--- src/rtl/softex_slot_table_pkg.sv ---
// Shared types and constants for the SoftEx slot table.
package softex_slot_table_pkg;

    localparam int SLOT_TABLE_N_SLOTS = 8;
    localparam int SLOT_TAG_W         = 8;
    localparam int SLOT_MAX_W         = 16;
    localparam int SLOT_DEN_W         = 32;

    // -inf in FP16ALT, the neutral start value for a running maximum
    localparam logic [SLOT_MAX_W-1:0] SLOT_INIT_MAX = 16'hFF80;

    typedef enum logic {
        SLOT_REQ_LOAD  = 1'b0,
        SLOT_REQ_ALLOC = 1'b1
    } slot_req_op_e;

    typedef enum logic {
        SLOT_UPD_UPDATE = 1'b0,
        SLOT_UPD_FREE   = 1'b1
    } slot_update_op_e;

    typedef struct packed {
        logic                  hit;
        logic                  full;
        logic [SLOT_MAX_W-1:0] maximum;
        logic [SLOT_DEN_W-1:0] denominator;
    } slot_resp_t;

endpackage

--- src/rtl/softex_slot_table_if.sv ---
// Request/response/update bundle between the SoftEx controller and the slot table.
import softex_slot_table_pkg::*;

interface softex_slot_table_if;
    logic                  req_valid_i;
    logic                  req_ready_o;
    slot_req_op_e          req_op_i;
    logic [SLOT_TAG_W-1:0] req_tag_i;

    logic                  resp_valid_o;
    logic                  resp_ready_i;
    logic                  resp_hit_o;
    logic                  resp_full_o;
    logic [SLOT_MAX_W-1:0] resp_max_o;
    logic [SLOT_DEN_W-1:0] resp_den_o;

    logic                  upd_valid_i;
    slot_update_op_e       upd_op_i;
    logic [SLOT_TAG_W-1:0] upd_tag_i;
    logic [SLOT_MAX_W-1:0] upd_max_i;
    logic [SLOT_DEN_W-1:0] upd_den_i;

    modport slave (
        input  req_valid_i, req_op_i, req_tag_i, resp_ready_i,
               upd_valid_i, upd_op_i, upd_tag_i, upd_max_i, upd_den_i,
        output req_ready_o, resp_valid_o, resp_hit_o, resp_full_o,
               resp_max_o, resp_den_o
    );

    modport master (
        output req_valid_i, req_op_i, req_tag_i, resp_ready_i,
               upd_valid_i, upd_op_i, upd_tag_i, upd_max_i, upd_den_i,
        input  req_ready_o, resp_valid_o, resp_hit_o, resp_full_o,
               resp_max_o, resp_den_o
    );
endinterface

--- src/rtl/softex_slot_table_cam.sv ---
// Tag match and free-entry selection for the slot table (purely combinational).
import softex_slot_table_pkg::*;

module softex_slot_cam #(
    parameter int N_SLOTS = SLOT_TABLE_N_SLOTS
) (
    input  logic [N_SLOTS-1:0]    valid_i,
    input  logic [SLOT_TAG_W-1:0] tags_i [N_SLOTS],
    input  logic [SLOT_TAG_W-1:0] req_tag_i,
    input  logic [SLOT_TAG_W-1:0] upd_tag_i,
    input  logic                  upd_fire_i,
    input  logic                  upd_free_i,
    output logic [N_SLOTS-1:0]    upd_match_o,
    output logic                  upd_hit_o,
    output logic [N_SLOTS-1:0]    valid_post_o,
    output logic [N_SLOTS-1:0]    req_match_o,
    output logic                  req_hit_o,
    output logic [N_SLOTS-1:0]    free_onehot_o,
    output logic                  free_any_o
);

    // Update port matches against the pre-update state; the request port sees
    // the table after a same-cycle FREE, so freed entries can be re-allocated.
    always_comb begin
        upd_match_o   = '0;
        req_match_o   = '0;
        free_onehot_o = '0;
        free_any_o    = 1'b0;
        for (int i = 0; i < N_SLOTS; i++) begin
            upd_match_o[i] = upd_fire_i && valid_i[i] && (tags_i[i] == upd_tag_i);
        end
        upd_hit_o    = |upd_match_o;
        valid_post_o = valid_i & ~(upd_free_i ? upd_match_o : '0);
        for (int i = 0; i < N_SLOTS; i++) begin
            req_match_o[i] = valid_post_o[i] && (tags_i[i] == req_tag_i);
        end
        req_hit_o = |req_match_o;
        for (int i = 0; i < N_SLOTS; i++) begin
            if (!valid_post_o[i] && !free_any_o) begin
                free_onehot_o[i] = 1'b1;
                free_any_o       = 1'b1;
            end
        end
    end

endmodule

--- src/rtl/softex_slot_table.sv ---
// Fully associative table of per-row softmax partial state (max, denominator).
import softex_slot_table_pkg::*;

module softex_slot_table #(
    parameter int N_SLOTS = SLOT_TABLE_N_SLOTS,
    localparam int OCC_W  = $clog2(N_SLOTS + 1)
) (
    input  logic                clk_i,
    input  logic                rst_i,
    input  logic                clear_i,
    softex_slot_table_if.slave  bus,
    output logic                upd_err_o,
    output logic [OCC_W-1:0]    occupancy_o,
    output logic                full_o
);

    logic [N_SLOTS-1:0]    valid_q, valid_d;
    logic [SLOT_TAG_W-1:0] tag_q [N_SLOTS];
    logic [SLOT_TAG_W-1:0] tag_d [N_SLOTS];
    logic [SLOT_MAX_W-1:0] max_q [N_SLOTS];
    logic [SLOT_MAX_W-1:0] max_d [N_SLOTS];
    logic [SLOT_DEN_W-1:0] den_q [N_SLOTS];
    logic [SLOT_DEN_W-1:0] den_d [N_SLOTS];
    logic [OCC_W-1:0]      occ_q, occ_d;
    logic                  resp_valid_q, resp_valid_d;
    slot_resp_t            resp_q, resp_d;
    logic                  upd_err_q, upd_err_d;

    logic                  req_fire, upd_fire, upd_free, upd_hit, req_hit, free_any;
    logic                  alloc_new, free_hit;
    logic [N_SLOTS-1:0]    upd_match, upd_wr, valid_post, req_match, free_onehot;
    logic [SLOT_MAX_W-1:0] sel_max;
    logic [SLOT_DEN_W-1:0] sel_den;

    assign bus.req_ready_o = !resp_valid_q || bus.resp_ready_i;
    assign req_fire        = bus.req_valid_i && bus.req_ready_o;
    assign upd_fire        = bus.upd_valid_i;
    assign upd_free        = (bus.upd_op_i == SLOT_UPD_FREE);

    softex_slot_cam #(.N_SLOTS(N_SLOTS)) u_cam (
        .valid_i       (valid_q),
        .tags_i        (tag_q),
        .req_tag_i     (bus.req_tag_i),
        .upd_tag_i     (bus.upd_tag_i),
        .upd_fire_i    (upd_fire),
        .upd_free_i    (upd_free),
        .upd_match_o   (upd_match),
        .upd_hit_o     (upd_hit),
        .valid_post_o  (valid_post),
        .req_match_o   (req_match),
        .req_hit_o     (req_hit),
        .free_onehot_o (free_onehot),
        .free_any_o    (free_any)
    );

    assign upd_wr    = upd_free ? '0 : upd_match;
    assign free_hit  = upd_free && upd_hit;
    assign alloc_new = req_fire && (bus.req_op_i == SLOT_REQ_ALLOC) && !req_hit && free_any;

    // Next table, occupancy and response state; updates land before the lookup.
    always_comb begin
        valid_d      = valid_post;
        tag_d        = tag_q;
        max_d        = max_q;
        den_d        = den_q;
        occ_d        = occ_q;
        resp_valid_d = resp_valid_q;
        resp_d       = resp_q;
        upd_err_d    = upd_fire && !upd_hit;
        sel_max      = '0;
        sel_den      = '0;

        for (int i = 0; i < N_SLOTS; i++) begin
            if (req_match[i]) begin
                sel_max = sel_max | (upd_wr[i] ? bus.upd_max_i : max_q[i]);
                sel_den = sel_den | (upd_wr[i] ? bus.upd_den_i : den_q[i]);
            end
            if (upd_wr[i]) begin
                max_d[i] = bus.upd_max_i;
                den_d[i] = bus.upd_den_i;
            end
            if (alloc_new && free_onehot[i]) begin
                valid_d[i] = 1'b1;
                tag_d[i]   = bus.req_tag_i;
                max_d[i]   = SLOT_INIT_MAX;
                den_d[i]   = '0;
            end
        end

        case ({alloc_new, free_hit})
            2'b10:   occ_d = occ_q + OCC_W'(1);
            2'b01:   occ_d = occ_q - OCC_W'(1);
            default: occ_d = occ_q;
        endcase

        if (req_fire) begin
            resp_valid_d       = 1'b1;
            resp_d.hit         = req_hit;
            resp_d.full        = (bus.req_op_i == SLOT_REQ_ALLOC) && !req_hit && !free_any;
            resp_d.maximum     = req_hit ? sel_max : (alloc_new ? SLOT_INIT_MAX : '0);
            resp_d.denominator = req_hit ? sel_den : '0;
        end else if (bus.resp_ready_i) begin
            resp_valid_d = 1'b0;
        end
    end

    // State registers; reset and clear both flush the table and drop any pending response.
    always_ff @(posedge clk_i) begin
        if (rst_i || clear_i) begin
            valid_q      <= '0;
            occ_q        <= '0;
            resp_valid_q <= 1'b0;
            resp_q       <= '0;
            upd_err_q    <= 1'b0;
            for (int i = 0; i < N_SLOTS; i++) begin
                tag_q[i] <= '0;
                max_q[i] <= '0;
                den_q[i] <= '0;
            end
        end else begin
            valid_q      <= valid_d;
            occ_q        <= occ_d;
            resp_valid_q <= resp_valid_d;
            resp_q       <= resp_d;
            upd_err_q    <= upd_err_d;
            for (int i = 0; i < N_SLOTS; i++) begin
                tag_q[i] <= tag_d[i];
                max_q[i] <= max_d[i];
                den_q[i] <= den_d[i];
            end
        end
    end

    assign bus.resp_valid_o = resp_valid_q;
    assign bus.resp_hit_o   = resp_q.hit;
    assign bus.resp_full_o  = resp_q.full;
    assign bus.resp_max_o   = resp_q.maximum;
    assign bus.resp_den_o   = resp_q.denominator;
    assign upd_err_o        = upd_err_q;
    assign occupancy_o      = occ_q;
    assign full_o           = (occ_q == OCC_W'(N_SLOTS));

endmodule
--- src/flat_wrapper.sv ---
// flat-port wrapper written by rule: the top's interface ports become plain ports
module softex_slot_table_flat 
#(
    parameter int N_SLOTS = SLOT_TABLE_N_SLOTS,
    localparam int OCC_W  = $clog2(N_SLOTS + 1)
)
  (clk_i, rst_i, clear_i, upd_err_o, occupancy_o, full_o, bus_req_valid_i, bus_req_op_i, bus_req_tag_i, bus_resp_ready_i, bus_upd_valid_i, bus_upd_op_i, bus_upd_tag_i, bus_upd_max_i, bus_upd_den_i, bus_req_ready_o, bus_resp_valid_o, bus_resp_hit_o, bus_resp_full_o, bus_resp_max_o, bus_resp_den_o);
  softex_slot_table_if bus_i ();
  input  logic clk_i;
  input  logic rst_i;
  input  logic clear_i;
  output logic upd_err_o;
  output logic [OCC_W-1:0] occupancy_o;
  output logic full_o;
  input wire logic [$bits(bus_i.req_valid_i)-1:0] bus_req_valid_i;
  input wire logic [$bits(bus_i.req_op_i)-1:0] bus_req_op_i;
  input wire logic [$bits(bus_i.req_tag_i)-1:0] bus_req_tag_i;
  input wire logic [$bits(bus_i.resp_ready_i)-1:0] bus_resp_ready_i;
  input wire logic [$bits(bus_i.upd_valid_i)-1:0] bus_upd_valid_i;
  input wire logic [$bits(bus_i.upd_op_i)-1:0] bus_upd_op_i;
  input wire logic [$bits(bus_i.upd_tag_i)-1:0] bus_upd_tag_i;
  input wire logic [$bits(bus_i.upd_max_i)-1:0] bus_upd_max_i;
  input wire logic [$bits(bus_i.upd_den_i)-1:0] bus_upd_den_i;
  output wire logic [$bits(bus_i.req_ready_o)-1:0] bus_req_ready_o;
  output wire logic [$bits(bus_i.resp_valid_o)-1:0] bus_resp_valid_o;
  output wire logic [$bits(bus_i.resp_hit_o)-1:0] bus_resp_hit_o;
  output wire logic [$bits(bus_i.resp_full_o)-1:0] bus_resp_full_o;
  output wire logic [$bits(bus_i.resp_max_o)-1:0] bus_resp_max_o;
  output wire logic [$bits(bus_i.resp_den_o)-1:0] bus_resp_den_o;
  assign bus_i.req_valid_i = bus_req_valid_i;
  assign bus_i.req_op_i = bus_req_op_i;
  assign bus_i.req_tag_i = bus_req_tag_i;
  assign bus_i.resp_ready_i = bus_resp_ready_i;
  assign bus_i.upd_valid_i = bus_upd_valid_i;
  assign bus_i.upd_op_i = bus_upd_op_i;
  assign bus_i.upd_tag_i = bus_upd_tag_i;
  assign bus_i.upd_max_i = bus_upd_max_i;
  assign bus_i.upd_den_i = bus_upd_den_i;
  assign bus_req_ready_o = bus_i.req_ready_o;
  assign bus_resp_valid_o = bus_i.resp_valid_o;
  assign bus_resp_hit_o = bus_i.resp_hit_o;
  assign bus_resp_full_o = bus_i.resp_full_o;
  assign bus_resp_max_o = bus_i.resp_max_o;
  assign bus_resp_den_o = bus_i.resp_den_o;
  softex_slot_table #(.N_SLOTS(N_SLOTS)) u_core (.clk_i(clk_i), .rst_i(rst_i), .clear_i(clear_i), .bus(bus_i), .upd_err_o(upd_err_o), .occupancy_o(occupancy_o), .full_o(full_o));
endmodule
--- config.mk ---
export PLATFORM = sky130hd
export DESIGN_NAME = softex_slot_table_flat
export DESIGN_NICKNAME = d
export VERILOG_FILES = /design/src/rtl/softex_slot_table_pkg.sv /design/src/rtl/softex_slot_table_if.sv /design/src/rtl/softex_slot_table_cam.sv /design/src/rtl/softex_slot_table.sv /design/src/flat_wrapper.sv
export SDC_FILE = /design/constraint.sdc
export NUM_CORES = 1
export LEC_CHECK = 0
export CAP_MARGIN = 20
export CORE_ASPECT_RATIO = 0.75
export CORE_UTILIZATION = 46
export CTS_CLUSTER_DIAMETER = 200
export DETAILED_ROUTE_END_ITERATION = 16
export PLACE_DENSITY = 0.73
export SYNTH_ARGS = -nofsm -noshare
export SYNTH_HDL_FRONTEND = slang
export SYNTH_SLANG_ARGS = --single-unit
--- constraint.sdc ---
create_clock -name clk_i -period 9.8 [get_ports clk_i]
set_input_delay 2.45 -clock clk_i [delete_from_list [all_inputs] [get_ports clk_i]]
set_output_delay 2.45 -clock clk_i [all_outputs]
set_load 0.05 [all_outputs]
==> results of run 1 <==
[worst max-delay path, delay by kind of cell]
family          cells  cell delay (ns)
simple gates        5             1.51
buf+inv             2             1.31
compound gates      4             1.16
fa+ha+maj           2             0.53
xor+xnor            1             0.10
[final timing paths]
check	end	slack (ns)	depth (start not counted)
setup / recovery	u_core.occupancy_o[3]	3.29	14
hold / removal	u_core.bus.resp_max_o[6]	0.45	2
setup reg to reg	u_core.occupancy_o[3]	5.60	14
hold reg to reg	u_core.bus.resp_max_o[6]	0.45	2
[kinds of logic (layout without fill, tap and decap cells)]
logic type                 count (synthesis)  in the layout  synth area share [%]
DFF                                      512            512                  47.0
adders and majority gates                  4              4                 0.264
xor gates and xnor gates                 125            125                  5.02
other                                      0              1                     0
muxes                                    424            424                  19.5
and+or+nand+nor                          628            628                  12.8
buffers and inverters                    240            266                  4.59
AOI/OAI and AO/OA                        376            376                  10.9
[area by class of cell]
cell class	instances	area share (%)
antenna	1	0.0100
clock buffer	75	5.62
clock inverter	16	0.862
inverter	10	0.150
multi-input combinational	1557	42.7
sequential	512	41.1
tap	630	3.16
timing repair buffer	165	6.40
[power groups by stage]
stage	Clock, mW	Combinational, mW	Sequential, mW
floorplan	0	0.106	2.14
global placement	0	0.181	2.14
detailed placement	0	0.183	2.14
CTS	1.94	0.184	2.09
global route	2.03	0.198	2.09
finish	1.92	0.190	2.09
[flip-flops by register name (all words and copies together) (netlist names)]
name and flops:
u_core.occupancy_o 4, u_core.bus.resp_den_o 32, u_core.max_q 128, u_core.bus.resp_valid_o 1, u_core.tag_q 64, u_core.bus.resp_hit_o 1
u_core.upd_err_o 1, u_core.bus.resp_max_o 16, u_core.valid_q 8, u_core.bus.resp_full_o 1, u_core.den_q 256
[layer usage]
metal,global-route usage [%],share of wire (%)
met1,41.1,46
met3,6.46,10
met5,0,0
met2,41.6,42
met4,7.41,2.1
[through the flow]
step           std cells  instance area (um^2)  utilization [%]  hold WS, ns  worst slack (ns)
6_report            2966                 25000             53.8        0.450              3.29
5_1_grt             2966                 25000             53.8        0.485              2.98
4_1_cts             2962                 24900             53.7        0.457              3.34
3_5_place_dp        2871                 23300             50.2        0.442              2.69
3_3_place_gp        2871                 23300             50.2        0.438              2.72
2_1_floorplan       2309                 21800                -        0.455              3.97
[cells in the mapped netlist, drive strengths merged, types with 10 or more instances]
cell      n  area (um^2)
a21oi    85          459
nor4     38          259
nor2    347         1300
nand2    98          368
dfxtp   512        10200
buf      85          420
xor2     62          543
mux2i   424         4240
o221ai   21          184
o22a     21          184
clkbuf  145          544
o22ai   152          951
nand4    20          125
inv      10         37.5
o21ai    70          350
xnor2    63          552
nand3    51          273
nor3     35          175
==> impl_results.rst, run 1 <==
.. list-table::
   :header-rows: 1

   * - Metric
     - Value
   * - Post-CTS setup buffer count
     - 0
   * - Initial antenna violation count
     - 1
   * - Routability congestion estimate from global placement
     - 1.02
   * - RSZ-0062 raised after global routing
     - false
   * - Fin. Hold Viols
     - 0
   * - Standard-cell row count
     - 68
   * - Longest Clk Path Bufs
     - 3
   * - Mean area per synthesized cell
     - approximately 9.4 um^2
   * - Post-cts resize count
     - 0
   * - Proportion of synthesized flip-flops having asynchronous set or reset
     - 0%
   * - Count of vias placed by the detailed router
     - 17900
   * - Worst slew margin relative to its limit
     - between 20% and 30%
   * - Sinks on Clock Net
     - 512
   * - Clock tree from TritonCTS
     - yes
   * - Layout Area Growth over Synthesis
     - 14.4%
   * - Combinational cell fraction of total power
     - 4.5%
   * - Maximum ir drop on the vdd rail
     - 0.127 mV
   * - Sequential share of the synthesized area
     - 47.0%
   * - Relative contribution of sequential cells to total power
     - 49.7%
   * - Clock group share of total power
     - roughly 46%
   * - Inserted Clock Buffers
     - 49
   * - Fillcell total
     - 4087
   * - Aggregate negative setup slack
     - 0 ns
   * - Number of library cell types mapped by synthesis
     - 56
   * - Pwr dens
     - between 150 and 200 nW/um^2
   * - Final net count
     - 2371
   * - Overall power consumption
     - 4.20 mW
   * - DIE WIDTH
     - between 200 and 300 um
   * - Overflow after GRT
     - 0
   * - Gate count after technology mapping
     - 2309
   * - Count of buffers from port buffering
     - 129
   * - Endpoints failing setup
     - 0
   * - Most common cell after layout, fill and taps aside
     - dfxtp_1
   * - Crit-path slowest cell
     - clkdlybuf4s50_1
   * - Ratio of cells with drive above 1 in the final layout
     - 6.64%
   * - Root cell of the clock tree
     - clkbuf_16
   * - Post-synth EDFFs
     - 0
   * - Crit. End Element
     - register
   * - Die Outline Area
     - 48300 um^2
   * - Post-CTS Hold Buffers
     - 0
   * - Skew-Pair Late Insertion Delay
     - 0.61 ns
   * - WS Path Type
     - in -> reg
   * - Worst clock skew
     - roughly 0.032 ns
   * - Remaining antenna violation count after routing
     - 0
   * - Mapped Nets
     - 2385
   * - Post-detailed-route via-to-cell ratio
     - about 6.0
   * - Half-perimeter wire length after detailed placement
     - 42.0 mm
   * - Synth Flop Type
     - dfxtp_1
   * - Via count of the first global-routing pass
     - 17100
   * - Final wirelength
     - 69.1 mm
   * - List of cells traversed by the critical path
     - clkdlybuf4s50_1, inv_1, o41ai_2, or3_2, and4_1, and2_1, nand2_1, ha_1, ha_1, a21o_1, a21oi_1, xnor2_1, or3_1, a21oi_1
   * - Total GRT Usage
     - 28.2%
   * - Required time at the endpoint of the critical path
     - 10.34 ns
   * - Number of H-tree levels
     - 2
   * - I/O pins
     - 130
   * - Clock transition at path regs
     - approximately 0.060 ns
   * - Reported net switching power
     - roughly 0.98 mW
   * - Placeable core area
     - 46400 um^2
   * - Leak Pwr
     - 10.4 nW
   * - Largest net degree at the start of global routing
     - 71
   * - Most frequent cells in the layout
     - dfxtp_1 (512), mux2i_1 (424), nor2_1 (345)
   * - Post-layout minimum cycle time
     - 6.51 ns
   * - Worst Hold Class
     - reg -> reg
   * - DRC errors left
     - 0
   * - Storage cell area
     - 10200 um^2
   * - Wire length of the first global-routing pass
     - 105 mm
   * - Worst slew pin tran
     - 1.20 ns
   * - Maximum capacitance violations
     - 0
   * - Outcome
     - complete, no violations
   * - Area of the mapped netlist
     - 21800 um^2
   * - Startpoint kind of the worst setup timing path
     - primary input
   * - Peak clock frequency supported by timing
     - ~150 MHz
   * - Detail-routed net length per standard cell
     - approximately 23 um
   * - Worst reg2reg path startpoint
     - u_core.tag_q[31]
   * - Height of the chip
     - 191 um
   * - Post-route clock period utilization
     - 66.4%
   * - Startpoint of the worst setup timing path
     - bus_upd_op_i
   * - Starting density of the core
     - a little under half
   * - Data arrival time at the worst-slack endpoint
     - 7.05 ns
   * - Largest fanout on the critical path
     - 18
   * - Register bit count reported by yosys
     - 512
   * - Drt first-iter violations
     - 1778
   * - Internal power
     - between 3 and 4 mW
   * - Multi-input gate area
     - 10700 um^2
   * - Source of the worst hold timing path
     - u_core.bus.resp_max_o[6]
   * - TritonRoute pass-1 iters
     - 7
   * - Fin. max-slew vios
     - 0
   * - Slowest cell delay on critical path
     - roughly 0.95 ns
   * - Sw frac
     - 23.3%
   * - Count of warnings emitted by yosys
     - 0
No activity file was read; power rests on OpenSTA's default activity.
==> run 2, diff against run 1 <==
==> constraint.sdc (replaced) <==
create_clock -name clk_i -period 6.2 [get_ports clk_i]
set_input_delay 1.55 -clock clk_i [delete_from_list [all_inputs] [get_ports clk_i]]
set_output_delay 1.55 -clock clk_i [all_outputs]
set_load 0.05 [all_outputs]
==> run 2 against run 1 <==
  * Combinational power increased by 63%
  * Clock skew increased by 0.0036 ns
  * Final cell count increased by 1.2%
  * Wire length increased by 2.0%
  * Design area increased by 1.3%
  * Total power increased by 58%
  * Largest power group unchanged
  * Highest routed layer is now met5
  * Sequential cell count unchanged
  * Clock-buffer cell count increased by 1
  * Via count increased by 0.66%
==> impl_results.rst, run 2 (synthesis gave the netlist of run 1 again) <==
.. list-table::
   :header-rows: 1

   * - Metric
     - Value
   * - Placed Area
     - 23700 um^2 (+1.6%)
   * - Standard-cell row count
     - 68 (unchanged)
   * - DRC errors left
     - 0 (unchanged)
   * - Worst clock skew
     - 0.0358 ns (+0.00363 ns)
   * - Clock transition at path regs
     - 0.06 ns (about the same)
   * - Crit path max-delay family
     - simple AND/OR/NAND/NOR gates
   * - Maximum ir drop on the vdd rail
     - 0.207 mV (+63%)
   * - Crit. End Element
     - register
   * - Starting density of the core
     - 47.1% (unchanged)
   * - Clock tree from TritonCTS
     - yes
   * - Ratio of cells with drive above 1 in the final layout
     - 8.07% (+1.4 points)
   * - Post-CTS Hold Buffers
     - 0 (unchanged)
   * - Most frequent cells in the layout
     - dfxtp_1 (512), mux2i_1 (424), nor2_1 (345)
   * - DIE WIDTH
     - 253 um (unchanged)
   * - Longest Clk Path Bufs
     - 3 (unchanged)
   * - Top Registers
     - u_core.den_q x256, u_core.max_q x128, u_core.tag_q x64
   * - Number of H-tree levels
     - 2 (unchanged)
   * - Endpoints failing setup
     - 0 (unchanged)
   * - Sinks on Clock Net
     - 512 (unchanged)
   * - Data arrival time at the worst-slack endpoint
     - 5.60 ns (-1.45 ns)
   * - Largest fanout on the critical path
     - 9 (-9)
   * - Post-detailed-route via-to-cell ratio
     - 6.01 (-0.51%)
   * - Post-cts resize count
     - 0 (unchanged)
   * - List of cells traversed by the critical path
     - clkdlybuf4s50_1, nor2b_1, or4_4, nor4_4, o22ai_1, nor4b_4, and2_1, nand2_1, ha_1, ha_1, a21o_1, a21oi_1, xnor2_1, or3_1, a21oi_1
   * - Pwr dens
     - 263 nW/um^2 (+56%)
   * - Final design utilization
     - 54.6% (+0.72 points)
   * - Most common cell after layout, fill and taps aside
     - dfxtp_1
   * - Largest net degree at the start of global routing
     - 79 (+11%)
   * - Post-CTS setup buffer count
     - 0 (unchanged)
   * - Inserted Clock Buffers
     - 49 (unchanged)
   * - Wire length of the first global-routing pass
     - 106 mm (+1.6%)
   * - Die Outline Area
     - 48300 um^2 (unchanged)
   * - Overflow after GRT
     - 0 (unchanged)
   * - Remaining antenna violation count after routing
     - 0 (unchanged)
   * - Outcome
     - complete, no violations
   * - Root cell of the clock tree
     - clkbuf_16
   * - Skew-Pair Late Insertion Delay
     - 0.60 ns (about the same)
   * - Worst slew margin relative to its limit
     - 24.2% (+4.0 points)
   * - Post-route clock period utilization
     - between 80 and 90%
   * - TritonRoute pass-1 iters
     - 6 (-1)
   * - Height of the chip
     - 191 um (unchanged)
   * - Grt met3 use
     - 5.94% (-0.52 points)
   * - Total GRT Usage
     - 28.8% (+0.58 points)
   * - Register with the highest flop count
     - u_core.den_q
   * - Initial antenna violation count
     - 4 (+3)
   * - Crit-path slowest cell
     - clkdlybuf4s50_1
   * - Pre-CTS worst setup slack
     - 0.533 ns (-2.16 ns)
   * - Leak Pwr
     - 10.6 nW (+1.8%)
   * - Global routing's busiest layer
     - met2
   * - Max reg flops
     - 256 (unchanged)
   * - Detail-routed net length per standard cell
     - 23.5 um (+0.84%)
   * - Layout Area Growth over Synthesis
     - 15.9%
   * - Count of buffers from port buffering
     - 129 (unchanged)
   * - Fin. Hold Viols
     - 0 (unchanged)
   * - RSZ-0062 raised after global routing
     - false
   * - Slowest cell delay on critical path
     - 0.72 ns (-0.23 ns)
   * - Required time at the endpoint of the critical path
     - 6.73 ns (-3.61 ns)
   * - Post-layout minimum cycle time
     - 5.08 ns
   * - Aggregate negative setup slack
     - 0 ns (unchanged)
   * - Fin. max-slew vios
     - 0 (unchanged)
   * - Count of vias placed by the detailed router
     - 18000 (+0.66%)
   * - Peak clock frequency supported by timing
     - 197 MHz
   * - Via count of the first global-routing pass
     - 17400 (+1.6%)
   * - Maximum capacitance violations
     - 0 (unchanged)
   * - Final worst slack
     - 1.12 ns (-2.16 ns)
   * - I/O pins
     - 130 (unchanged)
   * - WS Path Type
     - in -> reg
   * - Half-perimeter wire length after detailed placement
     - 43.0 mm (+2.3%)
   * - Final wirelength
     - 70.5 mm (+2.0%)
   * - Placeable core area
     - 46400 um^2 (unchanged)
   * - Worst slew pin tran
     - 1.14 ns (-0.0601 ns)
   * - Final net count
     - 2405 (+1.4%)
   * - Met1 demand-to-capacity share in global routing
     - 41.4% (+0.26 points)
   * - Routability congestion estimate from global placement
     - 0.950 (-6.6%)
   * - Worst Hold Class
     - reg -> reg
   * - Met2 usage in global routing
     - 43.8% (+2.2 points)
   * - Drt first-iter violations
     - 1932 (+8.7%)
   * - Crit path buffers/inverters
     - 1 (-1)
   * - Startpoint kind of the worst setup timing path
     - primary input
   * - Design Area, Final
     - 25300 um^2 (+1.3%)
run 2: cell types whose count changed in the layout (fill, tap and decap cells not counted):
cell	change
buf_4	+30
clkbuf_8	+5
buf_12	+4
clkbuf_1	-4
diode_2	+3
clkinv_2	-2
bufinv_16	-1
clkinv_4	+1
clkinv_8	+1
clkinvlp_4	-1
inv_8	-1
run 2: through the flow:
stage                     std cells  hold slack (ns)  power (mW)
final                          3001            0.451        6.65
after global routing           2999            0.481        6.83
after CTS                      2997            0.458        6.66
after detailed placement       2908            0.443        3.68
after global placement         2908            0.438        3.67
after floorplan                2309            0.455        3.55
run 2: worst paths after layout:
kind | start | end | slack (ns) | cells past startpoint
setup / recovery | bus_upd_tag_i[5] | u_core.occupancy_o[3] | 1.12 | 15
hold / removal | u_core.bus.resp_max_o[1] | u_core.bus.resp_max_o[1] | 0.45 | 2
setup reg to reg | u_core.tag_q[27] | u_core.occupancy_o[3] | 2.49 | 14
hold reg to reg | u_core.bus.resp_max_o[1] | u_core.bus.resp_max_o[1] | 0.45 | 2
run 2: routing by layer:
layer | vias up | wire length [um] | share of wire, %
li1 | 8148 | - | -
met1 | 8924 | 31800 | 45
met2 | 847 | 30500 | 43
met3 | 116 | 6950 | 9.8
met4 | 2 | 1270 | 1.8
met5 | - | 11 | 0.016
run 2: area by class of cell:
cell class / instances / area (um^2)
antenna: 4 / 10.0
clock buffer: 76 / 1460
clock inverter: 13 / 181
fill: 3992 / 21100
inverter: 10 / 37.5
multi-input combinational: 1557 / 10700
sequential: 512 / 10200
tap: 630 / 788
timing repair buffer: 199 / 1900
run 2: worst register-to-register path: cells and delay by family (launching register included):
family	cells	cell delay, ns
DFF	1	0.39
adders and majority gates	2	0.50
xor gates and xnor gates	1	0.09
AOI/OAI and AO/OA	4	0.68
and+or+nand+nor	7	2.01
run 2: power breakdown:
part           internal (mW)  switching [mW]
Clock                   1.72            1.32
Sequential              3.30         0.00564
Combinational         0.0970           0.213
==> run 3, diff against run 2 <==
--- a/config.mk
+++ b/config.mk
@@ -10,7 +10,7 @@
 export CORE_UTILIZATION = 46
 export CTS_CLUSTER_DIAMETER = 200
 export DETAILED_ROUTE_END_ITERATION = 16
-export PLACE_DENSITY = 0.73
+export PLACE_DENSITY = 0.76
 export SYNTH_ARGS = -nofsm -noshare
 export SYNTH_HDL_FRONTEND = slang
 export SYNTH_SLANG_ARGS = --single-unit
==> constraint.sdc (replaced) <==
create_clock -name clk_i -period 4.5 [get_ports clk_i]
set_input_delay 1.125 -clock clk_i [delete_from_list [all_inputs] [get_ports clk_i]]
set_output_delay 1.125 -clock clk_i [all_outputs]
set_load 0.05 [all_outputs]
==> run 3 against run 2 <==
  * Worst setup slack worse by 0.96 ns
  * Combinational power is 55% higher
  * Core utilization is 2.6 points higher
  * Sequential share of layout area is 1.8 points lower
  * Sequential power is 38% higher
  * Wire length is 3.2% higher
==> impl_results.rst, run 3 (synthesis gave the netlist of run 1 again) <==
.. list-table::
   :header-rows: 1

   * - Metric
     - Value
   * - Pwr dens
     - 351 nW/um^2 (+34%)
   * - Fillcell total
     - 3885 (-2.7%)
   * - Worst clock skew
     - 0.0420 ns (+0.00624 ns)
   * - WS Path Type
     - in -> reg
   * - Most common cell after layout, fill and taps aside
     - dfxtp_1
   * - Placeable core area
     - 46400 um^2 (unchanged)
   * - Register with the highest flop count
     - u_core.den_q
   * - Hold Crit Endpoint
     - u_core.bus.resp_max_o[4]
   * - Clock tree from TritonCTS
     - yes
   * - DIE WIDTH
     - 253 um (unchanged)
   * - Fin. Hold Viols
     - 0 (unchanged)
   * - Most frequent cells in the layout
     - dfxtp_1 (512), mux2i_1 (424), nor2_1 (345)
   * - Layout Area Growth over Synthesis
     - 21.4%
   * - Number of H-tree levels
     - 2 (unchanged)
   * - Post-detailed-route via-to-cell ratio
     - 6.00 (about the same)
   * - Endpoints failing setup
     - 0 (unchanged)
   * - Fin. max-slew vios
     - 0 (unchanged)
   * - Overflow after GRT
     - 0 (unchanged)
   * - Clock group share of total power
     - 45.9% (+0.2 points)
   * - Count of buffers from port buffering
     - 129 (unchanged)
   * - FF-to-FF End
     - u_core.occupancy_o[3]
   * - Largest net degree at the start of global routing
     - 59 (-25%)
   * - Crit. End Element
     - register
   * - Internal power
     - 7.17 mW (+40%)
   * - Relative contribution of sequential cells to total power
     - 48.9% (-0.8 points)
   * - Standard-cell row count
     - 68 (unchanged)
   * - Minimum setup slack among reg-to-reg paths
     - 0.72 ns (-1.77 ns)
   * - Peak clock frequency supported by timing
     - about 230 MHz
   * - Source of the worst hold timing path
     - u_core.bus.resp_max_o[4]
   * - Wire length of the first global-routing pass
     - 109 mm (+2.3%)
   * - Data arrival time at the worst-slack endpoint
     - 4.88 ns (-0.72 ns)
   * - Reg2reg path depth
     - 14 (unchanged)
   * - Drt first-iter violations
     - 1864 (-3.5%)
   * - I/O pins
     - 130 (unchanged)
   * - Worst slew margin relative to its limit
     - 41.0% (+17 points)
   * - List of cells traversed by the critical path
     - clkdlybuf4s50_1, buf_4, xor2_1, or3_1, o41a_1, nand3_2, and4_1, and2_1, nand2_1, ha_1, ha_1, a21o_1, a21oi_1, xnor2_1, or3_1, a21oi_1
   * - Final net count
     - 2511 (+4.4%)
   * - Worst reg2reg path startpoint
     - u_core.tag_q[53]
   * - Root cell of the clock tree
     - clkbuf_16
   * - Maximum ir drop on the vdd rail
     - 0.251 mV (+22%)
   * - Final wirelength
     - 72.8 mm (+3.2%)
   * - DRC errors left
     - 0 (unchanged)
   * - Initial antenna violation count
     - 3 (-1)
   * - Maximum capacitance violations
     - 0 (unchanged)
   * - Longest Clk Path Bufs
     - 3 (unchanged)
   * - TritonRoute pass-1 iters
     - 5 (-1)
   * - Total GRT Usage
     - 29.5% (+0.64 points)
   * - Sw frac
     - 22.9% (-0.26 points)
   * - Starting density of the core
     - 47.1% (unchanged)
   * - Sinks on Clock Net
     - 512 (unchanged)
   * - Leak Pwr
     - 11.2 nW (+6.2%)
   * - Top Registers
     - u_core.den_q x256, u_core.max_q x128, u_core.tag_q x64
   * - Detail-routed net length per standard cell
     - 23.5 um (-0.23%)
   * - Reported net switching power
     - 2.13 mW (+38%)
   * - Required time at the endpoint of the critical path
     - 5.05 ns (-1.68 ns)
   * - Routability congestion estimate from global placement
     - 1.03 (+8.3%)
   * - Worst hold path stage count
     - 2 (unchanged)
   * - Skew-Pair Late Insertion Delay
     - 0.62 ns (+0.02 ns)
   * - Worst Hold Class
     - reg -> reg
   * - Final worst slack
     - 0.168 ns (-0.956 ns)
   * - Ratio of cells with drive above 1 in the final layout
     - 12.2% (+4.1 points)
   * - Via count of the first global-routing pass
     - 18200 (+4.8%)
   * - Startpoint kind of the worst setup timing path
     - primary input
   * - Combinational cell fraction of total power
     - 5.2% (+0.5 points)
   * - Inserted Clock Buffers
     - 50 (+2.0%)
   * - Worst slew pin tran
     - 0.885 ns (-0.252 ns)
   * - Pre-CTS worst setup slack
     - -0.430 ns (-0.963 ns)
   * - Outcome
     - complete, no violations
   * - Die Outline Area
     - 48300 um^2 (unchanged)
   * - Count of vias placed by the detailed router
     - 18600 (+3.3%)
   * - Largest fanout on the critical path
     - 7 (-2)
   * - Slowest cell delay on critical path
     - 0.48 ns (-0.24 ns)
   * - Placed Area
     - 24800 um^2 (+4.8%)
   * - Post-layout minimum cycle time
     - 4.33 ns
   * - Remaining antenna violation count after routing
     - 0 (unchanged)
   * - Half-perimeter wire length after detailed placement
     - 45.5 mm (+6.0%)
   * - Crit-path slowest cell
     - o41a_1
   * - Post-route clock period utilization
     - between 90% and 100%
   * - Max reg flops
     - 256 (unchanged)
   * - Post-CTS setup buffer count
     - 0 (unchanged)
   * - Height of the chip
     - 191 um (unchanged)
   * - Clock transition at path regs
     - 0.06 ns (about the same)
   * - Design Area, Final
     - 26500 um^2 (+4.7%)
==> run 3: layout make-up <==
type	count	area [um^2]	area share (%)
flip-flops and latches	512	10200	38.7
multi-input cells	1557	10700	40.4
repair buffers	304	3050	11.5
inverters	10	37.5	0.142
clock inverters	18	233	0.879
well taps	630	788	2.98
clock buffers	71	1430	5.40
diodes	2	5.00	0.0189
==> run 3: worst max-delay path, delay by kind of cell <==
family                   cells  cell delay (ns)
buffers and inverters        2             0.65
AND/OR/NAND/NOR              6             1.40
AO/OA/AOI/OAI                4             1.02
adder cells (fa/ha/maj)      2             0.49
XOR/XNOR                     2             0.20
==> run 3: worst max-delay path by stage <==
stage | slack, ns | from | cells after the start | to
floorplan | 0.008 | bus_upd_tag_i[0] | 17 | u_core.occupancy_o[3]
global placement | -0.35 | bus_upd_tag_i[3] | 15 | u_core.occupancy_o[3]
detailed placement | -0.43 | bus_upd_tag_i[3] | 15 | u_core.occupancy_o[3]
CTS | 0.18 | bus_upd_tag_i[3] | 15 | u_core.occupancy_o[3]
global route | -0.01 | bus_upd_tag_i[5] | 15 | u_core.occupancy_o[3]
finish | 0.17 | bus_upd_tag_i[4] | 16 | u_core.occupancy_o[3]
==> run 3: routing by layer <==
metal / vias up / routed length, um / share of wire (%) / global-route usage (%)
met5: - / 0 / 0 / 0
met4: 0 / 1720 / 2.4 / 9.53
met3: 136 / 7650 / 11 / 6.05
met2: 990 / 31000 / 43 / 44.2
met1: 9162 / 32400 / 45 / 42.0
li1: 8351 / - / - / -
==> run 3: power by group through the flow <==
| stage | Sequential, mW | Clock (mW) | Combinational (mW) |
|---|---|---|---|
| floorplan | 4.66 | 0 | 0.232 |
| global placement | 4.65 | 0 | 0.462 |
| detailed placement | 4.65 | 0 | 0.470 |
| CTS | 4.55 | 4.30 | 0.472 |
| global route | 4.55 | 4.48 | 0.501 |
| finish | 4.55 | 4.27 | 0.482 |
==> run 3: what timing repair did <==
item                                    4_1_cts  5_1_grt
hold buffers                                  0        0
resized for setup                             0        5
endpoints found under the setup margin        0        1
==> run 3: stage by stage <==
stage	TNS (ns)	hold WS, ns	util [%]	cells	total power [mW]
5_1_grt	-0.0146	0.480	57.1	3104	9.53
4_1_cts	0	0.455	57.0	3102	9.32
3_5_place_dp	-0.719	0.441	53.5	3013	5.12
2_1_floorplan	0	0.455	-	2309	4.89
3_3_place_gp	-0.383	0.437	53.5	3013	5.11
6_report	0	0.450	57.1	3104	9.30
